**src/rtl/uart_rx_deframer.sv**
```systemverilog
// ---------------------------------------------------------------------------
// uart_rx_deframer
//
// Purpose:
//   Receives 8N1 UART frames (LSB first, line idle high) from an asynchronous
//   pin. Each correctly framed byte goes to the memory-access command engine
//   as a parallel byte plus a one-cycle strobe. The block also does three
//   line-quality jobs:
//     - synchronises the pin,
//     - rejects start bits that do not last to mid-bit,
//     - reports frames whose stop bit is sampled low.
//
// Ports:
//   clk        system clock; all logic on the rising edge
//   rst_n      synchronous active-low reset
//   rx         asynchronous serial input, idle high
//   RX_data    last correctly framed byte; holds between frames
//   byte_done  one-cycle pulse: RX_data was updated this cycle
//   frame_err  one-cycle pulse: stop bit sampled low, byte discarded
// ---------------------------------------------------------------------------
module uart_rx_deframer #(
    parameter int CLKS_PER_BIT = 868
) (
    input  logic       clk,
    input  logic       rst_n,
    input  logic       rx,
    output logic [7:0] RX_data,
    output logic       byte_done,
    output logic       frame_err
);

    localparam int CNT_W = $clog2(CLKS_PER_BIT);

    // Terminal counts: half a bit to reach the start-bit centre, then a
    // full bit between successive centre samples.
    localparam logic [CNT_W-1:0] HALF_LAST = CNT_W'(CLKS_PER_BIT / 2 - 1);
    localparam logic [CNT_W-1:0] FULL_LAST = CNT_W'(CLKS_PER_BIT - 1);

    localparam logic [2:0] ST_IDLE  = 3'd0;
    localparam logic [2:0] ST_START = 3'd1;
    localparam logic [2:0] ST_DATA  = 3'd2;
    localparam logic [2:0] ST_STOP  = 3'd3;
    localparam logic [2:0] ST_BREAK = 3'd4;

    logic             rx_s1_q, rx_s_q;
    logic [2:0]       state_q, state_d;
    logic [CNT_W-1:0] clk_cnt_q, clk_cnt_d;
    logic [2:0]       bit_idx_q, bit_idx_d;
    logic [7:0]       shift_q, shift_d;
    logic [7:0]       rx_data_q, rx_data_d;
    logic             byte_done_q, byte_done_d;
    logic             frame_err_q, frame_err_d;

    // Two-flop synchroniser. It resets to the idle level so that leaving
    // reset never looks like a start edge.
    // NOTE: clocked state is always written with non-blocking assignments
    // so every flop samples pre-edge values regardless of statement order.
    always_ff @(posedge clk) begin
        if (!rst_n) begin
            rx_s1_q <= 1'b1;
            rx_s_q  <= 1'b1;
        end else begin
            rx_s1_q <= rx;
            rx_s_q  <= rx_s1_q;
        end
    end

    // NOTE: every signal driven here gets a default first; a path that
    // leaves one unassigned would infer a latch.
    always_comb begin
        state_d     = state_q;
        clk_cnt_d   = clk_cnt_q;
        bit_idx_d   = bit_idx_q;
        shift_d     = shift_q;
        rx_data_d   = rx_data_q;
        byte_done_d = 1'b0;
        frame_err_d = 1'b0;

        unique case (state_q)
            ST_IDLE: begin
                clk_cnt_d = '0;
                if (!rx_s_q) state_d = ST_START;
            end

            ST_START: begin
                if (clk_cnt_q == HALF_LAST) begin
                    clk_cnt_d = '0;
                    if (rx_s_q) begin
                        // Line went back high before mid-bit: a glitch.
                        state_d = ST_IDLE;
                    end else begin
                        state_d   = ST_DATA;
                        bit_idx_d = 3'd0;
                    end
                end else begin
                    clk_cnt_d = clk_cnt_q + CNT_W'(1);
                end
            end

            ST_DATA: begin
                if (clk_cnt_q == FULL_LAST) begin
                    clk_cnt_d = '0;
                    shift_d   = {rx_s_q, shift_q[7:1]};
                    if (bit_idx_q == 3'd7) state_d = ST_STOP;
                    else                   bit_idx_d = bit_idx_q + 3'd1;
                end else begin
                    clk_cnt_d = clk_cnt_q + CNT_W'(1);
                end
            end

            ST_STOP: begin
                if (clk_cnt_q == FULL_LAST) begin
                    clk_cnt_d = '0;
                    if (rx_s_q) begin
                        rx_data_d   = shift_q;
                        byte_done_d = 1'b1;
                        state_d     = ST_IDLE;
                    end else begin
                        frame_err_d = 1'b1;
                        state_d     = ST_BREAK;
                    end
                end else begin
                    clk_cnt_d = clk_cnt_q + CNT_W'(1);
                end
            end

            ST_BREAK: begin
                // Wait for a high level so a held-low line cannot be read
                // as a stream of new start bits.
                clk_cnt_d = '0;
                if (rx_s_q) state_d = ST_IDLE;
            end

            default: begin
                clk_cnt_d = '0;
                state_d   = ST_IDLE;
            end
        endcase
    end

    // NOTE: the shift register is cleared on reset along with the control
    // state, so a frame cut off by reset leaves no partial byte behind.
    always_ff @(posedge clk) begin
        if (!rst_n) begin
            state_q     <= ST_IDLE;
            clk_cnt_q   <= '0;
            bit_idx_q   <= 3'd0;
            shift_q     <= 8'h00;
            rx_data_q   <= 8'h00;
            byte_done_q <= 1'b0;
            frame_err_q <= 1'b0;
        end else begin
            state_q     <= state_d;
            clk_cnt_q   <= clk_cnt_d;
            bit_idx_q   <= bit_idx_d;
            shift_q     <= shift_d;
            rx_data_q   <= rx_data_d;
            byte_done_q <= byte_done_d;
            frame_err_q <= frame_err_d;
        end
    end

    assign RX_data   = rx_data_q;
    assign byte_done = byte_done_q;
    assign frame_err = frame_err_q;

endmodule

```
**config.mk**
```make
export PLATFORM = sky130hd
export DESIGN_NAME = uart_rx_deframer
export DESIGN_NICKNAME = d
export VERILOG_FILES = /design/src/rtl/uart_rx_deframer.sv
export SDC_FILE = /design/constraint.sdc
export NUM_CORES = 1
export LEC_CHECK = 0
export CAP_MARGIN = 20
export CORE_MARGIN = 1.5
export CORE_UTILIZATION = 56
export DETAILED_ROUTE_END_ITERATION = 8
export PLACE_DENSITY = 0.81
export SYNTH_ARGS = -nofsm -noshare
export SYNTH_HDL_FRONTEND = slang
export SYNTH_SLANG_ARGS = --single-unit
```
**constraint.sdc**
```tcl
create_clock -name clk -period 1.73 [get_ports clk]
set_input_delay 0.173 -clock clk [delete_from_list [all_inputs] [get_ports clk]]
set_output_delay 0.173 -clock clk [all_outputs]
set_load 0.01 [all_outputs]
```
== Word-level counts from Yosys, hierarchy flattened ==
Cells that the tools add are included.

* Bits in registers: 36
* Input port bits: 3
* Output and inout bits: 10
* Logic and storage cells: 53

* Equality and inequality tests: 15
* Reductions and logical operators: 8
* $add $sub $neg: 2
* Multiplexer cells: 19

{| class="wikitable"
|+ Operators by type and width
! cell !! number
|-
| $mux W3 || 11
|-
| $mux W10 || 2
|-
| $pmux W10 S2 || 1
|-
| $ne A2 B2 Y1 const B || 8
|-
| $pmux W3 S5 || 1
|-
| $add A10 B1 Y10 const B || 1
|-
| $eq A10 B10 Y1 const B || 1
|-
| $eq A10 B9 Y1 const B || 1
|-
| $eq A3 B2 Y1 const B || 2
|-
| $eq A3 B3 Y1 const B || 2
|-
| $pmux W3 S2 || 1
|-
| $reduce_and A3 Y1 || 2
|-
| $reduce_and A6 Y1 || 1
|-
| $reduce_and A5 Y1 || 1
|-
| $add A3 B1 Y3 const B || 1
|-
| $eq A3 B1 Y1 const B || 1
|-
| $logic_not A3 Y1 || 1
|-
| $mux W1 || 2
|-
| $mux W2 || 1
|-
| $reduce_and A2 Y1 || 1
|-
| $reduce_bool A2 Y1 || 1
|-
| $reduce_or A2 Y1 || 1
|}

== Logic depth before layout (Yosys ltp) ==
Gate-level depths: netlist of run 1.

* Word-level depth: 4
* Gate-level depth with buffers: 6
* Gate-level depth less buffers: 6

== Least setup slack after synthesis of run 1 ==
OpenSTA, ideal clock, no wires.

* Kind: register to register
* From: register clk_cnt_q[0]
* To: register rx_data_q[0] (netlist: RX_data[0])
* Data arrival time: 1.422 ns
* Cell stages (with the launch flop): 7
* Path buffers: 1
* Path slack: 0.192 ns
* Period minus slack after synthesis: 1.538 ns
* Cell sequence: dfxtp_1 -> ha_1 -> and4bb_2 -> and4_1 -> buf_6 -> mux2i_1 -> nor2b_1

* Cells in the longest elaborated chain, start to end: 2

{| class="wikitable"
|+ Ends and longest elaborated chain
! what !! line !! text
|-
| from (decl) || 47 || <nowiki>logic [CNT_W-1:0] clk_cnt_q, clk_cnt_d;</nowiki>
|-
| from (signal assigned) || 154 || <nowiki>clk_cnt_q <= clk_cnt_d;</nowiki>
|-
| $eq A10 B10 Y1 || 112 || <nowiki>if (clk_cnt_q == FULL_LAST) begin</nowiki>
|-
| $reduce_and A3 Y1 (no source line) || - ||
|-
| to (signal assigned) || 157 || <nowiki>rx_data_q <= rx_data_d;</nowiki>
|-
| to (decl) || 50 || <nowiki>logic [7:0] rx_data_q, rx_data_d;</nowiki>
|}

No other way between the ends.
A chain may end at the register's enable or synchronous reset.

== Worst setup path after layout of run 1 ==
* From: register clk_cnt_q[1]
* To: register rx_data_q[6] (netlist: RX_data[6])

Same word-level chain as after synthesis.

==> results of run 1 <==
==> sequential cells by signal (all words and copies together), names as in the netlist <==
| register | cells |
|---|---|
| shift_q | 8 |
| frame_err | 1 |
| rx_s_q | 1 |
| byte_done | 1 |
| state_q | 3 |
| bit_idx_q | 3 |
| rx_s1_q | 1 |
| clk_cnt_q | 10 |
| RX_data | 8 |
==> logic make-up after synthesis <==
family	Yosys count	share of synthesized area
buffers and inverters	8	0.02835
adder cells (fa/ha/maj)	4	0.03065
AO/OA/AOI/OAI	14	0.08276
multiplexers	17	0.1042
AND/OR/NAND/NOR	73	0.2697
XOR/XNOR	8	0.04291
flip-flops	36	0.4414
==> repair_timing <==
action                     4_1_cts  5_1_grt
setup endpoints to repair        2       15
resized for setup                1        7
cloned                           0        0
pin swaps                        0        1
==> through the flow <==
| step | TNS [ns] | std cells | power, mW |
|---|---|---|---|
| floorplan | 0 | 160 | 0.8770 |
| global placement | 0 | 204 | 0.8864 |
| detailed placement | 0 | 204 | 0.8879 |
| CTS | 0 | 212 | 1.465 |
| global route | -0.0006748 | 212 | 1.498 |
| finish | 0 | 212 | 1.457 |
==> worst paths after layout <==
kind	startpoint	to	slack [ns]	cells after the start
worst max-delay path	clk_cnt_q[1]	RX_data[6]	0.08	6
worst min-delay path	rx	rx_s1_q	0.38	2
worst min register to register	rx_s1_q	rx_s_q	0.43	1
worst max register to register	clk_cnt_q[1]	RX_data[6]	0.08	6
==> routing by layer <==
layer  up-vias  GRT usage
met1       570     0.2334
li1        596          -
met3         9    0.04989
met2        19     0.3826
met4         0     0.1130
met5         -          0
==> layout make-up <==
type | instances | area (um2)
clock inverters | 3 | 42.54
fillers | 218 | 833.3
well taps | 31 | 38.79
multi-input cells | 116 | 889.6
inverters | 2 | 7.507
repair buffers | 19 | 185.2
flip-flops and latches | 36 | 723.2
clock buffers | 5 | 37.54
==> cells in the mapped netlist (2+ instances only) <==
cell | n | area [um2]
nor2b_1 | 17 | 106.4
nor3b_1 | 2 | 15.01
dfxtp_1 | 36 | 720.7
inv_1 | 2 | 7.510
nand3_1 | 4 | 20.02
and2_1 | 2 | 12.51
clkbuf_1 | 3 | 11.26
or3b_1 | 2 | 17.52
and4_1 | 2 | 17.52
nand4_1 | 3 | 18.77
nand2b_1 | 4 | 25.02
nand2_1 | 11 | 41.29
a31oi_4 | 2 | 42.54
xnor2_1 | 3 | 26.28
nor2_1 | 15 | 56.30
xor2_1 | 5 | 43.79
o21ai_0 | 2 | 10.01
ha_1 | 4 | 50.05
buf_6 | 2 | 22.52
o22ai_1 | 3 | 18.77
mux2i_1 | 17 | 170.2
==> worst max-delay path, stage by stage, from the launching register on <==
cell and delay, ns:
dfxtp_2 0.37, ha_2 0.22, and4bb_2 0.31, and4_4 0.25, buf_12 0.14, mux2i_2 0.22, nor2b_1 0.06
==> power groups by stage <==
stage,logic (mW),registers [mW],clock network [mW]
3_5_place_dp,0.0344,0.853,0
2_1_floorplan,0.0246,0.852,0
3_3_place_gp,0.0330,0.853,0
4_1_cts,0.0349,0.835,0.595
5_1_grt,0.0378,0.836,0.624
6_report,0.0348,0.835,0.588
==> results.md, run 1 <==
- Reg power frac: 0.573
- Clock power share: 0.403
- Number of remaining DRC errors: 0
- Antenna diodes: 0
- Final Skew: 0.01127 ns
- Global-route wire length before repair: 5354 um
- Number of synthesized flops with an enable pin: 0
- Gr usage total: 0.2139
- Post-Syn Area per Cell: roughly 10 um2
- H-tree levels: 2
- Critical Path RT: 1.98 ns
- Seq/Total Area, Yosys: 0.4414
- Drt pass-1 iters: 4
- Critical setup path kind: reg -> reg
- Via Count: 1194
- Routed wl met2: 1571 um
- Power density over the cells: approximately 760 mW/mm2
- Rows: 19
- Hold buffer count at cts: 0
- DP Wirelength: 2173 um
- CP startpoint kind: flop
- Critical Path AT: 1.91 ns
- WL met1: between 1000 and 1500 um
- Routed Antenna Nets: 0
- Fin nets: ~190
- Routed wire length: 3013 um
- Slew headroom: 0.7803
- Hold Slack: about 0.38 ns
- Share of cells above drive strength 1: 0.1768
- Commonest cells after routing, fill and taps aside: dfxtp_1, nor2b_1, mux2i_1, nor2_1, clkdlybuf4s50_1
- Initial Util: 0.5921
- Clock Latency Late Sink: 0.35 ns
- Initial antenna violation count: 0
- Internal power: 1.151 mW
- Clock sink total: 36
- Min cycle time layout: 1.652 ns
- CTS tree: built
- Die Area: 0.003248 mm2
- Placement-stage worst setup slack: 0.02254 ns
- DR top layer: met4
- Synth warnings: 0
- Cell variety after synth: 40
- # setup viols final: 0
- Commonest non-fill, non-tap cell in the layout: dfxtp_1
- Switching share of power: 0.2099
- Vias in the first global route: 1241
- Worst-path clk slew: 0.11 ns
- # IOs: 13
- GP Congestion: 0.8240
- DRT iter0 DRCs: 23
- Post-Layout Inst Area: 0.001924 mm2
- Peak supply drop: around 750 uV
- FFs w/ async S/R, synth: 0
- Part of the cycle the worst path needs: 0.9551
- Core Footprint: roughly 0.0028 mm2
- P_leak: about 0.7 nW
- Worst slew pin tran: between 0.3 and 0.4 ns
- Top_reg_cell synth: dfxtp_1
- Comb power frac: 0.024
- P_sw: 305.8 uW
- Netlist Area Pre-Place: 0.001633 mm2
- #FFs+latches synth: 36
- Max cap viols: 0
- # Post-CTS Setup Buffers: 0
- Max Clock Freq: a little over 600 MHz
- Crit Path Max Fanout: 9
- RSZ-0062 raised after global routing: true
- Vias/cell: 5.632
- Largest net degree at the start of global routing: 29
- Wire length per cell: roughly 14 um
- Die outline width: 57.00 um
- Util after Layout: 0.6978
- Syn nets: around 170
- Slew Limit Fails: 0
- Clock Path Buffers: 2
- CTS Root Cell: clkbuf_4
- Final hold violations: 0
- Placed instance area: 0.001818 mm2
- Fin worst setup slack: 0.07763 ns
- Status: complete, no violations
- Hold Crit Class: in -> reg
- CTS Buf Count: 5
- Mapped Cells: 160
- Port buffer count: 12
- Met3 WL: 73 um
- DIE HEIGHT: 57.00 um
- Layout area overhead: 17.85%
- GR Overflow Total: 0
- CP Capture Type: flop
No activity file was read; power rests on OpenSTA's default activity.
==> inputs of run 2 (changes only) <==
--- a/config.mk
+++ b/config.mk
@@ -7,9 +7,9 @@
 export LEC_CHECK = 0
 export CAP_MARGIN = 20
 export CORE_MARGIN = 1.5
-export CORE_UTILIZATION = 56
+export CORE_UTILIZATION = 61
 export DETAILED_ROUTE_END_ITERATION = 8
-export PLACE_DENSITY = 0.81
+export PLACE_DENSITY = 0.87
 export SYNTH_ARGS = -nofsm -noshare
 export SYNTH_HDL_FRONTEND = slang
 export SYNTH_SLANG_ARGS = --single-unit
==> constraint.sdc (replaced) <==
create_clock -name clk -period 2 [get_ports clk]
set_input_delay 0.2 -clock clk [delete_from_list [all_inputs] [get_ports clk]]
set_output_delay 0.2 -clock clk [all_outputs]
set_load 0.01 [all_outputs]
==> results.md, run 2 (synthesis results as in run 1) <==
- Share of cells above drive strength 1: 0.1073
- Slew Limit Fails: 0
- Die outline width: 54.74 um
- Hold buffer count at cts: 0
- FF+latch area: 720.7 um2
- Hold Crit Class: reg -> reg
- Commonest cells after routing, fill and taps aside: dfxtp_1, mux2i_1, nor2b_1
- Final TNS setup: 0 ns
- P_leak: around 0.67 nW
- Clock Latency Late Sink: 0.32 ns
- DRT iter0 DRCs: 15
- Max Clock Freq: roughly 550 MHz
- Hold Slack: 0.4313 ns
- Post-Layout Inst Area: 0.001828 mm2
- Routed wire length: 2835 um
- GP Congestion: 0.7423
- Critical setup path kind: reg -> reg
- RSZ-0062 raised after global routing: false
- CTS tree: built
- Part of the cycle the worst path needs: 0.9145
- GR Overflow Total: 0
- Initial Util: 0.6532
- Fin nets: ~180
- CTS Root Cell: clkbuf_4
- Final Skew: 0.005298 ns
- Gr usage total: 0.2168
- Clock sink total: 36
- Wire length per cell: 13.70 um
- Peak supply drop: 630.6 uV
- DP Wirelength: between 2000 and 2500 um
- Via Count: 1156
- Layout area overhead: 11.95%
- Placed instance area: 0.001782 mm2
- Global-route wire length before repair: 4505 um
- H-tree levels: 2
- Top reg by flops: clk_cnt_q
- Clock Path Buffers: 2
- Vias/cell: approximately 5.6
- Port buffer count: 12
- Crit Path Max Fanout: 5
- CP startpoint kind: flop
- Core Footprint: 0.002500 mm2
- # IOs: 13
- CTS Buf Count: 5
- Worst-path clk slew: 0.10 ns
- Max reg flops: 10
- Status: complete, no violations
- Cts repair resizes: 0
- Critical Path AT: 2.05 ns
- Critical Path RT: 2.22 ns
- Drt pass-1 iters: 4
- Die Area: 0.002996 mm2
- Antenna diodes: 0
- Worst slew pin tran: 0.3937 ns
- Power density over the cells: 602.2 mW/mm2
- Routed Antenna Nets: 0
- Rows: 18
- Min cycle time layout: 1.829 ns
- Post-Place Cells: 200
- DIE HEIGHT: 54.74 um
- Initial antenna violation count: 0
- Number of remaining DRC errors: 0
- CP Capture Type: flop
- Vias in the first global route: 1076
- # Post-CTS Setup Buffers: 0
- Fill cell count: approximately 190
- Post-Layout Cell Count: 207
- Final hold violations: 0
- Slew headroom: 0.7375
- Max cap viols: 0
- Largest net degree at the start of global routing: 29
- # setup viols final: 0
- Multi-input logic area: 865.8 um2
- Commonest non-fill, non-tap cell in the layout: dfxtp_1
==> run 2: changes by cell type in the layout (fill, tap and decap cells not counted), moves of 2 or more <==
cell | previous run | this run
dfxtp_1 | 34 | 36
buf_4 | 6 | 4
mux2i_1 | 15 | 17
mux2i_2 | 2 | 0
dfxtp_2 | 2 | 0
==> run 2: report_power, final <==
| part | total, mW | leakage [nW] | switching, mW | internal [mW] |
|---|---|---|---|---|
| sequential | 0.722 | 0.290 | 0.00311 | 0.719 |
| clock | 0.349 | 0.0281 | 0.220 | 0.130 |
| combinational | 0.0296 | 0.349 | 0.0134 | 0.0162 |
==> run 2: path summary, 6_finish.rpt <==
kind	start	end	slack, ns	cells after the start
max	clk_cnt_q[0]	shift_q[1]	0.17	6
min	rx_s1_q	rx_s_q	0.43	1
max reg2reg	clk_cnt_q[0]	shift_q[1]	0.17	6
min reg2reg	rx_s1_q	rx_s_q	0.43	1
==> run 2: final cells by class <==
cell class / instances / area share
Multi-Input combinational cell: 116 / 0.4736
Clock inverter: 1 / 0.002738
Timing Repair Buffer: 16 / 0.08214
Sequential cell: 36 / 0.3943
Tap cell: 30 / 0.02053
Inverter: 2 / 0.004107
Clock buffer: 6 / 0.02259
==> run 2: worst max-delay path, cell delays in order, from the launching register on <==
cell and delay, ns:
dfxtp_1 0.40, ha_1 0.23, and4bb_2 0.31, nand4_1 0.28
buf_4 0.27, mux2i_1 0.17, nor2b_1 0.06
==> run 2: through the flow <==
step                  util  setup slack (ns)  power, mW
floorplan                -            0.4618     0.7586
global placement    0.7127            0.2971     0.7665
detailed placement  0.7127            0.1948     0.7678
CTS                 0.7312            0.1477      1.108
global route        0.7312           0.04140      1.144
finish              0.7312            0.1710      1.101
==> run 2: routing by layer <==
layer / track usage / vias up / wire, um / share of wire
met2: 0.3631 / 13 / 1346 / 0.47
met3: 0.05738 / 5 / 86 / 0.030
met1: 0.2555 / 552 / 1362 / 0.48
met5: 0 / - / 0 / 0
met4: 0.1000 / 0 / 40 / 0.014
li1: - / 586 / - / -
==> inputs of run 3 (changes only) <==
--- a/config.mk
+++ b/config.mk
@@ -5,6 +5,7 @@
 export SDC_FILE = /design/constraint.sdc
 export NUM_CORES = 1
 export LEC_CHECK = 0
+export ABC_CLOCK_PERIOD_IN_PS = 2000
 export CAP_MARGIN = 20
 export CORE_MARGIN = 1.5
 export CORE_UTILIZATION = 61
==> results of run 3 <==
Same layout as run 2: the final DEF is identical, and so are final timing and power.
